$ cat config.mk
export PLATFORM = sky130hd
export DESIGN_NAME = cpu_player_m
export DESIGN_NICKNAME = d
export VERILOG_FILES = /design/src/rtl/cpu_player_pkg.sv /design/src/rtl/line_eval_m.sv /design/src/rtl/cpu_player_m.sv
export SDC_FILE = /design/constraint.sdc
export NUM_CORES = 1
export LEC_CHECK = 0
export CORE_UTILIZATION = 40
export DETAILED_ROUTE_END_ITERATION = 8
export GPL_ROUTABILITY_DRIVEN = 0
export PLACE_DENSITY_LB_ADDON = 0.15
export SLEW_MARGIN = 40
export SYNTH_ARGS = -nofsm -noshare
export SYNTH_HDL_FRONTEND = slang
export SYNTH_SLANG_ARGS = --single-unit
$ cat constraint.sdc
create_clock -name clk -period 2 [get_ports clk]
set_input_delay 0.6 -clock clk [delete_from_list [all_inputs] [get_ports clk]]
set_output_delay 0.6 -clock clk [all_outputs]
set_load 0.02 [all_outputs]
$ cat src/rtl/cpu_player_pkg.sv
// Shared types, cell/turn encodings, CPU FSM states and the line table for the
// tic-tac-toe computer opponent.
package cpu_player_pkg;

    typedef logic        flag_t;
    typedef logic [1:0]  cell_t;
    typedef logic [3:0]  index_t;
    typedef cell_t [8:0] board_t;

    localparam cell_t  CELL_BLANK  = 2'd0;
    localparam cell_t  CELL_X      = 2'd1;
    localparam cell_t  CELL_O      = 2'd2;
    localparam flag_t  TURN_PLAYER = 1'b0;
    localparam index_t INDEX_NONE  = 4'd9;

    typedef enum logic [2:0] {
        CPU_IDLE,
        CPU_SCAN,
        CPU_LINES,
        CPU_LOAD,
        CPU_ISSUE,
        CPU_RELEASE,
        CPU_WAIT
    } cpu_state_e;

    // Each entry holds three cell indices, one per hex digit, first cell in the top digit.
    localparam logic [7:0][11:0] LINE_TBL = {
        12'h246, 12'h048, 12'h258, 12'h147,
        12'h036, 12'h678, 12'h345, 12'h012
    };

    function automatic index_t line_cell(input logic [2:0] line, input logic [1:0] pos);
        logic [11:0] e;
        e = LINE_TBL[line];
        case (pos)
            2'd0:    return e[11:8];
            2'd1:    return e[7:4];
            default: return e[3:0];
        endcase
    endfunction

endpackage

$ cat src/rtl/line_eval_m.sv
// Evaluates one three-cell line: two O plus a blank is a win, two X plus a blank
// is a block. Only built when CPU_SMART_EN is defined.
`ifdef CPU_SMART_EN
module line_eval_m
    import cpu_player_pkg::*;
(
    input  cell_t      a,
    input  cell_t      b,
    input  cell_t      c,
    output logic       win,
    output logic       block,
    output logic [1:0] blank_pos
);

    logic [1:0] n_o, n_x, n_b;

    always_comb begin
        n_o = {1'b0, a == CELL_O} + {1'b0, b == CELL_O} + {1'b0, c == CELL_O};
        n_x = {1'b0, a == CELL_X} + {1'b0, b == CELL_X} + {1'b0, c == CELL_X};
        n_b = {1'b0, a == CELL_BLANK} + {1'b0, b == CELL_BLANK} + {1'b0, c == CELL_BLANK};
        win   = (n_o == 2'd2) && (n_b == 2'd1);
        block = (n_x == 2'd2) && (n_b == 2'd1);
        if (a == CELL_BLANK)      blank_pos = 2'd0;
        else if (b == CELL_BLANK) blank_pos = 2'd1;
        else if (c == CELL_BLANK) blank_pos = 2'd2;
        else                      blank_pos = 2'd0;
    end

endmodule
`endif

$ cat src/rtl/cpu_player_m.sv
// Computer opponent: snapshots the board, picks a blank cell and strobes submit.
// CPU_SMART_EN adds line evaluation and win > block > center > corner priority.
module cpu_player_m
    import cpu_player_pkg::*;
#(
    parameter flag_t CPU_TURN = ~TURN_PLAYER,
    parameter int    WAIT_MAX = 8
) (
    input  logic   clk,
    input  logic   reset,
    input  logic   enable,
    input  flag_t  turn,
    input  board_t board,
    output index_t update_loc,
    output flag_t  submit,
    output logic   busy,
    output logic   no_move,
    output logic   stall
);

    localparam int WW = $clog2(WAIT_MAX + 1);

    cpu_state_e    state;
    board_t        snap;
    index_t        scan_idx;
    index_t        first_blank, first_blank_nx;
    index_t        sel;
    logic          issue_cnt;
    logic [WW-1:0] wait_cnt;
    logic          full;
    cell_t         scan_cell;

    assign busy      = (state != CPU_IDLE);
    assign scan_cell = snap[scan_idx];

    always_comb begin
        full = 1'b1;
        for (int i = 0; i < 9; i++)
            if (board[i] == CELL_BLANK) full = 1'b0;
    end

    always_comb begin
        first_blank_nx = first_blank;
        if (first_blank == INDEX_NONE && scan_cell == CELL_BLANK)
            first_blank_nx = scan_idx;
    end

`ifdef CPU_SMART_EN
    logic [2:0]  line_idx;
    logic        center_blank, center_nx;
    index_t      corner_loc, corner_nx;
    index_t      win_loc, win_nx, block_loc, block_nx;
    index_t      line_blank;
    logic        l_win, l_block;
    logic [1:0]  l_pos;
    logic        is_corner;

    line_eval_m u_eval (
        .a         (snap[line_cell(line_idx, 2'd0)]),
        .b         (snap[line_cell(line_idx, 2'd1)]),
        .c         (snap[line_cell(line_idx, 2'd2)]),
        .win       (l_win),
        .block     (l_block),
        .blank_pos (l_pos)
    );

    assign line_blank = line_cell(line_idx, l_pos);
    assign is_corner  = (scan_idx == 4'd0) || (scan_idx == 4'd2) ||
                        (scan_idx == 4'd6) || (scan_idx == 4'd8);

    always_comb begin
        center_nx = center_blank || (scan_idx == 4'd4 && scan_cell == CELL_BLANK);
        corner_nx = corner_loc;
        if (corner_loc == INDEX_NONE && is_corner && scan_cell == CELL_BLANK)
            corner_nx = scan_idx;
        win_nx   = (win_loc == INDEX_NONE && l_win) ? line_blank : win_loc;
        block_nx = (block_loc == INDEX_NONE && l_block) ? line_blank : block_loc;
        // The last line's result must count, so select from the next-state values.
        if (win_nx != INDEX_NONE)          sel = win_nx;
        else if (block_nx != INDEX_NONE)   sel = block_nx;
        else if (center_blank)             sel = 4'd4;
        else if (corner_loc != INDEX_NONE) sel = corner_loc;
        else                               sel = first_blank;
    end
`else
    assign sel = first_blank_nx;
`endif

    always_ff @(posedge clk or posedge reset) begin
        if (reset) begin
            state       <= CPU_IDLE;
            snap        <= '0;
            scan_idx    <= '0;
            first_blank <= INDEX_NONE;
            issue_cnt   <= 1'b0;
            wait_cnt    <= '0;
            update_loc  <= INDEX_NONE;
            submit      <= 1'b0;
            no_move     <= 1'b0;
            stall       <= 1'b0;
`ifdef CPU_SMART_EN
            line_idx     <= '0;
            center_blank <= 1'b0;
            corner_loc   <= INDEX_NONE;
            win_loc      <= INDEX_NONE;
            block_loc    <= INDEX_NONE;
`endif
        end else begin
            case (state)
                CPU_IDLE: if (enable && turn == CPU_TURN) begin
                    if (full) begin
                        no_move <= 1'b1;
                    end else begin
                        no_move     <= 1'b0;
                        snap        <= board;
                        scan_idx    <= '0;
                        first_blank <= INDEX_NONE;
`ifdef CPU_SMART_EN
                        center_blank <= 1'b0;
                        corner_loc   <= INDEX_NONE;
                        win_loc      <= INDEX_NONE;
                        block_loc    <= INDEX_NONE;
`endif
                        state <= CPU_SCAN;
                    end
                end
                CPU_SCAN: if (!enable) begin
                    state <= CPU_IDLE;
                end else begin
                    first_blank <= first_blank_nx;
`ifdef CPU_SMART_EN
                    center_blank <= center_nx;
                    corner_loc   <= corner_nx;
`endif
                    if (scan_idx == 4'd8) begin
                        scan_idx <= '0;
`ifdef CPU_SMART_EN
                        line_idx <= '0;
                        state    <= CPU_LINES;
`else
                        update_loc <= sel;
                        state      <= CPU_LOAD;
`endif
                    end else begin
                        scan_idx <= scan_idx + 4'd1;
                    end
                end
`ifdef CPU_SMART_EN
                CPU_LINES: if (!enable) begin
                    state <= CPU_IDLE;
                end else begin
                    win_loc   <= win_nx;
                    block_loc <= block_nx;
                    if (line_idx == 3'd7) begin
                        update_loc <= sel;
                        state      <= CPU_LOAD;
                    end else begin
                        line_idx <= line_idx + 3'd1;
                    end
                end
`endif
                CPU_LOAD: begin
                    submit    <= 1'b1;
                    issue_cnt <= 1'b0;
                    state     <= CPU_ISSUE;
                end
                CPU_ISSUE: if (issue_cnt) begin
                    submit <= 1'b0;
                    state  <= CPU_RELEASE;
                end else begin
                    issue_cnt <= 1'b1;
                end
                CPU_RELEASE: begin
                    wait_cnt <= '0;
                    state    <= CPU_WAIT;
                end
                CPU_WAIT: if (turn != CPU_TURN) begin
                    state <= CPU_IDLE;
                end else if (wait_cnt == WW'(WAIT_MAX - 1)) begin
                    stall <= 1'b1;
                    state <= CPU_IDLE;
                end else begin
                    wait_cnt <= wait_cnt + 1'b1;
                end
                default: state <= CPU_IDLE;
            endcase
        end
    end

endmodule

Yosys cells after proc, flatten, opt, wreduce, memory -nomap -nowiden
Index checks and enable logic that the tools add are counted.
{"block": "word_totals", "register_bits": 41, "elab_cells": 99}
{"block": "op_classes", "add_sub_neg": 2, "n_lt_le_gt_ge": 1, "n_eq_ne": 16, "muxes": 36, "bitwise_logic": 1, "reduce_logical": 25}
{"operator": "$mux 4", "count": 10}
{"operator": "$pmux 4 s2", "count": 3}
{"operator": "$mux 3", "count": 7}
{"operator": "$logic_not 2->1", "count": 10}
{"operator": "$pmux 3 s6", "count": 1}
{"operator": "$ne 2x2->1 const B", "count": 6}
{"operator": "$reduce_and 3->1", "count": 4}
{"operator": "$mux 1", "count": 11}
{"operator": "$eq 3x3->1 const B", "count": 3}
{"operator": "$add 4x1->4 const B", "count": 2}
{"operator": "$bmux 2 s4", "count": 1}
{"operator": "$eq 4x4->1 const B", "count": 2}
{"operator": "$ne 3x3->1 const B", "count": 2}
{"operator": "$reduce_bool 2->1", "count": 3}
{"operator": "$lt 4x5->1 const B", "count": 1}
{"operator": "$reduce_and 5->1", "count": 1}
{"operator": "$eq 4x3->1 const B", "count": 1}
{"operator": "$pmux 1 s2", "count": 2}
{"operator": "$reduce_and 2->1", "count": 2}
{"operator": "$reduce_and 4->1", "count": 1}
{"operator": "$eq 3x1->1 const B", "count": 1}
{"operator": "$eq 3x2->1 const B", "count": 1}
{"operator": "$logic_not 3->1", "count": 1}
{"operator": "$reduce_bool 3->1", "count": 1}
{"operator": "3 further kinds", "count": 4}

Depth between registers and ports, before layout
Gate-level depths: netlist (run 1).
{"block": "depth", "word_depth": 13, "ltp_mapped": 8, "mapped_depth_nobuf": 7}

Least setup slack after synthesis (run 1)
Ideal clock, no wire load.
{"block": "synth_path", "kind": "input to register", "from": "input port board[3] (netlist bit)", "to": "register snap[0] (netlist bit)", "setup_ps": 125, "arrival_time_ps": 1928, "required_ps": 1875, "slack_ps": -53, "stages": 6, "path_buffers": 2, "path_cell_list": "o22ai_1 -> or4_4 -> o21ba_1 -> buf_6 -> buf_12 -> mux2_4"}
{"block": "synth_via", "elab_chain_cells": 11}
{"item": "from (decl)", "line": "cpu_player_m.sv:13", "text": "input board_t board,"}
{"item": "$logic_not 2->1", "line": "cpu_player_m.sv:39", "text": "if (board[i] == CELL_BLANK) full = 1'b0;"}
{"item": "$mux 1 (8 in a row)", "line": "cpu_player_m.sv:39"}
{"item": "$not 1->1 (no line)"}
{"item": "$reduce_and 3->1 (no line)"}
{"item": "to (signal assigned)", "line": "cpu_player_m.sv:115", "text": "snap <= board;"}
{"item": "to (decl)", "line": "cpu_player_m.sv:24", "text": "board_t snap;"}
Every way passes these cells.
A chain may end at the register's enable or synchronous reset.

Final worst setup path (run 1)
{"block": "layout_path", "from": "input port board[3] (netlist bit)", "to": "register snap[16] (netlist bit)"}
Same word-level chain as after synthesis.

==> impl_metrics.json, run 1 <==
{
  "grt_pass1_wl_um": 7710,
  "cts_sinks": 41,
  "cp_slowest_cell": "or4_4",
  "powerDensity_nw_per_um2": 1250,
  "clk_latency_ns": 0.30,
  "tightest_slew_ns": 0.459,
  "period_needed_ns": 1.97,
  "critPathMaxStageDelay_ns": 0.50,
  "critPathMaxFanout": 7,
  "via_per_inst": 5.05,
  "dr_wl_met2_um": 2040,
  "clockRootBuffer": "clkbuf_8",
  "cts_made_buffers": 5,
  "pre_cts_ws_ns": -0.552,
  "critPathTopFamily": "simple AND/OR/NAND/NOR gates",
  "htree_levels": 2,
  "wl_um": 4620,
  "status": "finished, final reports clean",
  "clk_pin_slew_ns": 0.07,
  "setup_slack_ns": 0.0316,
  "overflow": 0,
  "antenna_cells": 0,
  "wl_per_cell_um": 14.0,
  "stdcell_area_um2": 2870,
  "initial_core_util_pct": 41.6,
  "max_slew_margin_pct": 69.1,
  "finClkSkew_ns": 0.0108,
  "finalSetupTns_ns": 0,
  "synth-async-reset-ratio_pct": 100,
  "peakVddDrop_v": 0.000644,
  "synth_commonest_cells": "dfrtp_1 (37), nand2_1 (17), mux2_4 (13)",
  "cp-start-kind": "input port",
  "syn_inst": 199,
  "p_leak_nw": 1.27,
  "min_period_over_period_pct": 98.4,
  "synthFlopType": "dfrtp_1",
  "reg2reg_slack_ns": 0.14,
  "first_iter_violations": 52,
  "cts.path.max_buffers": 2,
  "antenna_found_initial": 0,
  "synth.avg_cell_area_um2": 10.7,
  "die_area_um2": 5600,
  "area_growth_pct": 35.1,
  "synth_area_leaders": "dfrtp_1 (44%), mux2_4 (9.2%), dfstp_2 (4.9%), mux2_2 (3.2%), nand2_1 (3.0%)",
  "synth_area_um2": 2120,
  "grt_pass1_vias": 1658,
  "yosysTopAreaCell": "dfrtp_1",
  "ys_seq_elements": 41,
  "io_buffers": 29,
  "drt_pre_antenna_iters": 4,
  "cp.required_ns": 2.18,
  "ys_seq_area_share_pct": 48.6,
  "drc": 0,
  "final_max_slew_viol_count": 0,
  "fill_cells": 482,
  "grt_usage_pct": 18.5,
  "fmax_mhz": 508,
  "final_antenna_net_count": 0,
  "fp-row-count": 26,
  "syn-num-nets": 224,
  "core-area_um2": 5110,
  "placed_area_um2": 2730,
  "grt_max_degree": 42,
  "arrival_ns": 2.14,
  "hold_viol": 0,
  "dpl.hpwl_um": 3230,
  "vias": 1666,
  "synth_edf_count": 0,
  "wl_met3_um": 134,
  "die_h_um": 74.9,
  "final_layout_size_suffix_gt1_share_pct": 29.6,
  "cap_violations": 0,
  "crit_chain": "dlygate4sd2_1, o22ai_2, or4_4, o21ba_4, buf_12, mux2_4",
  "yosys.area.top_type_share_pct": 43.6,
  "crit_type": "input port to flip-flop",
  "boundaryPins": 30,
  "fp.dieW_um": 74.9,
  "holdBufCountCts": 0,
  "hp-class": "flip-flop to flip-flop",
  "ys_types": 45,
  "yosysMostFrequentCell": "dfrtp_1",
  "wl_met1_um": 2400,
  "layout.core_utilization_pct": 56.2,
  "fin_nets": 284,
  "cts_tree": "yes",
  "yosys_warnings": 0,
  "maxUsedRoutingLayer": "met4",
  "setup_violations": 0,
  "worstPathBufferInverterCount": 2,
  "cp-end-kind": "flip-flop"
}
[per-stage QoR]
stage / hold slack (ns) / instances / total power, W
final: 0.463 / 330 / 0.00358
after CTS: 0.465 / 329 / 0.00359
after global routing: 0.497 / 330 / 0.00383
after detailed placement: 0.457 / 320 / 0.00296
after floorplan: 0.439 / 199 / 0.00241
after global placement: 0.448 / 320 / 0.00295
[metal layers]
layer  GRT usage (%)  up-vias
li1                -      848
met5               0        -
met3            4.02        5
met4            6.92        0
met2            29.3       23
met1            25.0      790
[final cells by class]
| type | count | area [um2] | share of cell area [%] |
|---|---|---|---|
| clock buffer | 7 | 96.3 | 3.36 |
| multi-input combinational | 139 | 1030 | 35.8 |
| inverter | 8 | 30.0 | 1.05 |
| sequential | 41 | 1030 | 36.0 |
| clock inverter | 1 | 5.00 | 0.174 |
| tap | 70 | 87.6 | 3.05 |
| timing repair buffer | 64 | 592 | 20.6 |
[power by group]
| part | internal, W | total, W | switching, W |
|---|---|---|---|
| logic | 0.000852 | 0.00157 | 0.000722 |
| clock network | 0.000312 | 0.000595 | 0.000284 |
| registers | 0.00119 | 0.00141 | 0.000227 |
[kinds of logic after synthesis]
group / share of synthesized area, %
AOI/OAI and AO/OA: 14.4
adders and majority gates: 1.77
buffers and inverters: 4.89
DFF: 48.6
muxes: 12.8
and+or+nand+nor: 17.6
[registers in the layout, indices dropped and copies added, names as in the netlist]
| register | count |
|---|---|
| no_move | 1 |
| submit | 1 |
| wait_cnt | 4 |
| stall | 1 |
| first_blank | 4 |
| update_loc | 4 |
| snap | 18 |
| state | 3 |
| scan_idx | 4 |
| issue_cnt | 1 |
[tightest hold or removal path: stages, from the launching register on]
cell and delay (ns):
dfstp_2 0.37, nand2_1 0.05, nand2_1 0.05
[path summary, 6_finish.rpt]
path / from / cells after the start / to
max: board[3] / 6 / snap[16]$_DFFE_PP0P_
min: update_loc[3]$_DFFE_PP1P_ / 2 / update_loc[3]$_DFFE_PP1P_
max reg2reg: scan_idx[1]$_DFFE_PP0P_ / 5 / update_loc[1]$_DFFE_PP0P_
min reg2reg: update_loc[3]$_DFFE_PP1P_ / 2 / update_loc[3]$_DFFE_PP1P_
max in group asynchronous: reset / 3 / first_blank[3]$_DFFE_PP1P_
min in group asynchronous: reset / 3 / snap[12]$_DFFE_PP0P_
[cells in the final DEF, fill, tap and decap left out, types with 5 or more instances in the layout]
master,instances
mux2_4,13
nand2_1,17
a21oi_1,8
o22ai_1,5
inv_1,8
dfrtp_1,36
buf_4,30
clkbuf_8,7
nor2_1,11
clkdlybuf4s50_1,11
nand3_1,6
dlygate4sd2_1,12
o21ai_0,11
nor3_1,5
mux2_2,6
nand2b_1,5
[timing repair]
action | 4_1_cts | 5_1_grt
cloned | 1 | 0
setup buffers | 0 | 1
gates resized for setup | 23 | 11
setup endpoints to repair | 28 | 25
pin swaps | 1 | 2
(Power assumes the default switching activity.)
==> inputs of run 2 (changes only) <==
--- a/config.mk
+++ b/config.mk
@@ -9,6 +9,7 @@
 export DETAILED_ROUTE_END_ITERATION = 8
 export GPL_ROUTABILITY_DRIVEN = 0
 export PLACE_DENSITY_LB_ADDON = 0.15
+export REMOVE_ABC_BUFFERS = 1
 export SLEW_MARGIN = 40
 export SYNTH_ARGS = -nofsm -noshare
 export SYNTH_HDL_FRONTEND = slang
==> impl_metrics.json, run 2 (synthesis results as in run 1) <==
{
  "status": "finished, final reports clean",
  "arrival_ns": 2.14,
  "layout_commonest_cell": "dfrtp_1",
  "via_per_inst": 5.12,
  "hp-class": "flip-flop to flip-flop",
  "most-common-layout-cells": "dfrtp_1 (37), buf_4 (26), nand2_1 (17), dlygate4sd2_1 (15), mux2_4 (13)",
  "cap_violations": 0,
  "vias": 1660,
  "grt_pass1_wl_um": 7400,
  "final_max_slew_viol_count": 0,
  "crit_type": "input port to flip-flop",
  "fill_cells": 491,
  "powerDensity_nw_per_um2": 1250,
  "first_iter_violations": 156,
  "drt_pre_antenna_iters": 4,
  "cts_tree": "yes",
  "critPathMaxFanout": 14,
  "min_period_over_period_pct": 98.1,
  "final_layout_size_suffix_gt1_share_pct": 27.6,
  "final_antenna_net_count": 0,
  "holdBufCountCts": 0,
  "finClkSkew_ns": 0.00633,
  "area_growth_pct": 31.0,
  "whs_ns": 0.457,
  "grt_usage_pct": 17.8,
  "cts_post_setup_buffers_inserted": 0,
  "drc": 0,
  "die_h_um": 74.9,
  "period_needed_ns": 1.96,
  "setup_violations": 0,
  "fp-row-count": 26,
  "rsz0062_at_grt": "no",
  "placed_area_um2": 2660,
  "clockRootBuffer": "clkbuf_8",
  "regMostFlops": "snap",
  "p_leak_nw": 1.23,
  "cp-end-kind": "flip-flop",
  "hold_viol": 0,
  "fmax_mhz": 510,
  "max_slew_margin_pct": 74.9,
  "peakVddDrop_v": 0.000494,
  "reg2reg_slack_ns": 0.20,
  "core-area_um2": 5110,
  "clk_latency_ns": 0.29,
  "cts.path.max_buffers": 2,
  "boundaryPins": 30,
  "clk_pin_slew_ns": 0.08,
  "tightest_slew_ns": 0.373,
  "cts_made_buffers": 5,
  "cp-start-kind": "input port",
  "largest_reg_flops": 18,
  "fp.dieW_um": 74.9,
  "dpl.hpwl_um": 3200,
  "cp.required_ns": 2.18,
  "fin_nets": 278,
  "cts_sinks": 41,
  "antenna_found_initial": 0,
  "grt_max_degree": 42,
  "htree_levels": 2,
  "wl_um": 4400,
  "overflow": 0,
  "antenna_cells": 0,
  "grt_pass1_vias": 1627,
  "io_buffers": 29,
  "die_area_um2": 5600,
  "initial_core_util_pct": 41.6,
  "stdcell_area_um2": 2780,
  "wl_per_cell_um": 13.6
}
## run 2: cell type report
cell class	instances	area (um2)	share of cell area, %
tap	70	87.6	3.15
clock inverter	2	10.0	0.360
sequential	41	1030	37.1
inverter	8	30.0	1.08
timing repair buffer	58	515	18.5
clock buffer	6	72.6	2.61
multi-input combinational	139	1030	37.2
## run 2: path summary, 6_finish.rpt
path                                              to  cells past startpoint                      start
hold / removal             update_loc[3]$_DFFE_PP1P_                      2  update_loc[3]$_DFFE_PP1P_
setup reg to reg           update_loc[1]$_DFFE_PP0P_                      5    scan_idx[0]$_DFFE_PP0P_
max in group asynchronous  update_loc[0]$_DFFE_PP1P_                      3                      reset
min in group asynchronous       state[1]$_DFFE_PP0P_                      3                      reset
setup / recovery                 snap[5]$_DFFE_PP0P_                      6                   board[6]
hold reg to reg            update_loc[3]$_DFFE_PP1P_                      2  update_loc[3]$_DFFE_PP1P_
## run 2: stage by stage
step | instances | total power (W) | utilization, % | setup TNS [ns] | worst slack [ns]
6_report | 324 | 0.00347 | 54.5 | 0 | 0.0389
5_1_grt | 324 | 0.00372 | 54.5 | 0 | 0.00241
4_1_cts | 324 | 0.00347 | 54.2 | 0 | 0.0215
3_5_place_dp | 316 | 0.00293 | 52.0 | -14.46 | -0.628
3_3_place_gp | 316 | 0.00291 | 52.0 | -13.75 | -0.568
2_1_floorplan | 188 | 0.00234 | - | -6.77 | -0.347
## run 2: worst max-delay path, stage by stage
cell	delay (ns)
dlygate4sd2_1	0.23
o22ai_2	0.10
or4_4	0.52
o21ba_4	0.23
buf_12	0.15
mux2_4	0.29
## run 2: power breakdown
part,internal (W),switching [W]
clock,0.000242,0.000287
sequential,0.00118,0.000234
combinational,0.000816,0.000705
## run 2: routing by layer
metal / vias up / GRT usage [%] / wire (um) / share of wire (%)
met3: 7 / 2.95 / 118 / 2.7
met5: - / 0 / 0 / 0
met4: 0 / 7.55 / 72 / 1.6
met2: 35 / 29.0 / 2050 / 47
li1: 837 / - / - / -
met1: 781 / 23.4 / 2160 / 49
## run 2: timing repair
item                                    CTS  global route
endpoints found under the setup margin   28            23
gates resized for setup                  30             6
pin swaps                                 4             2
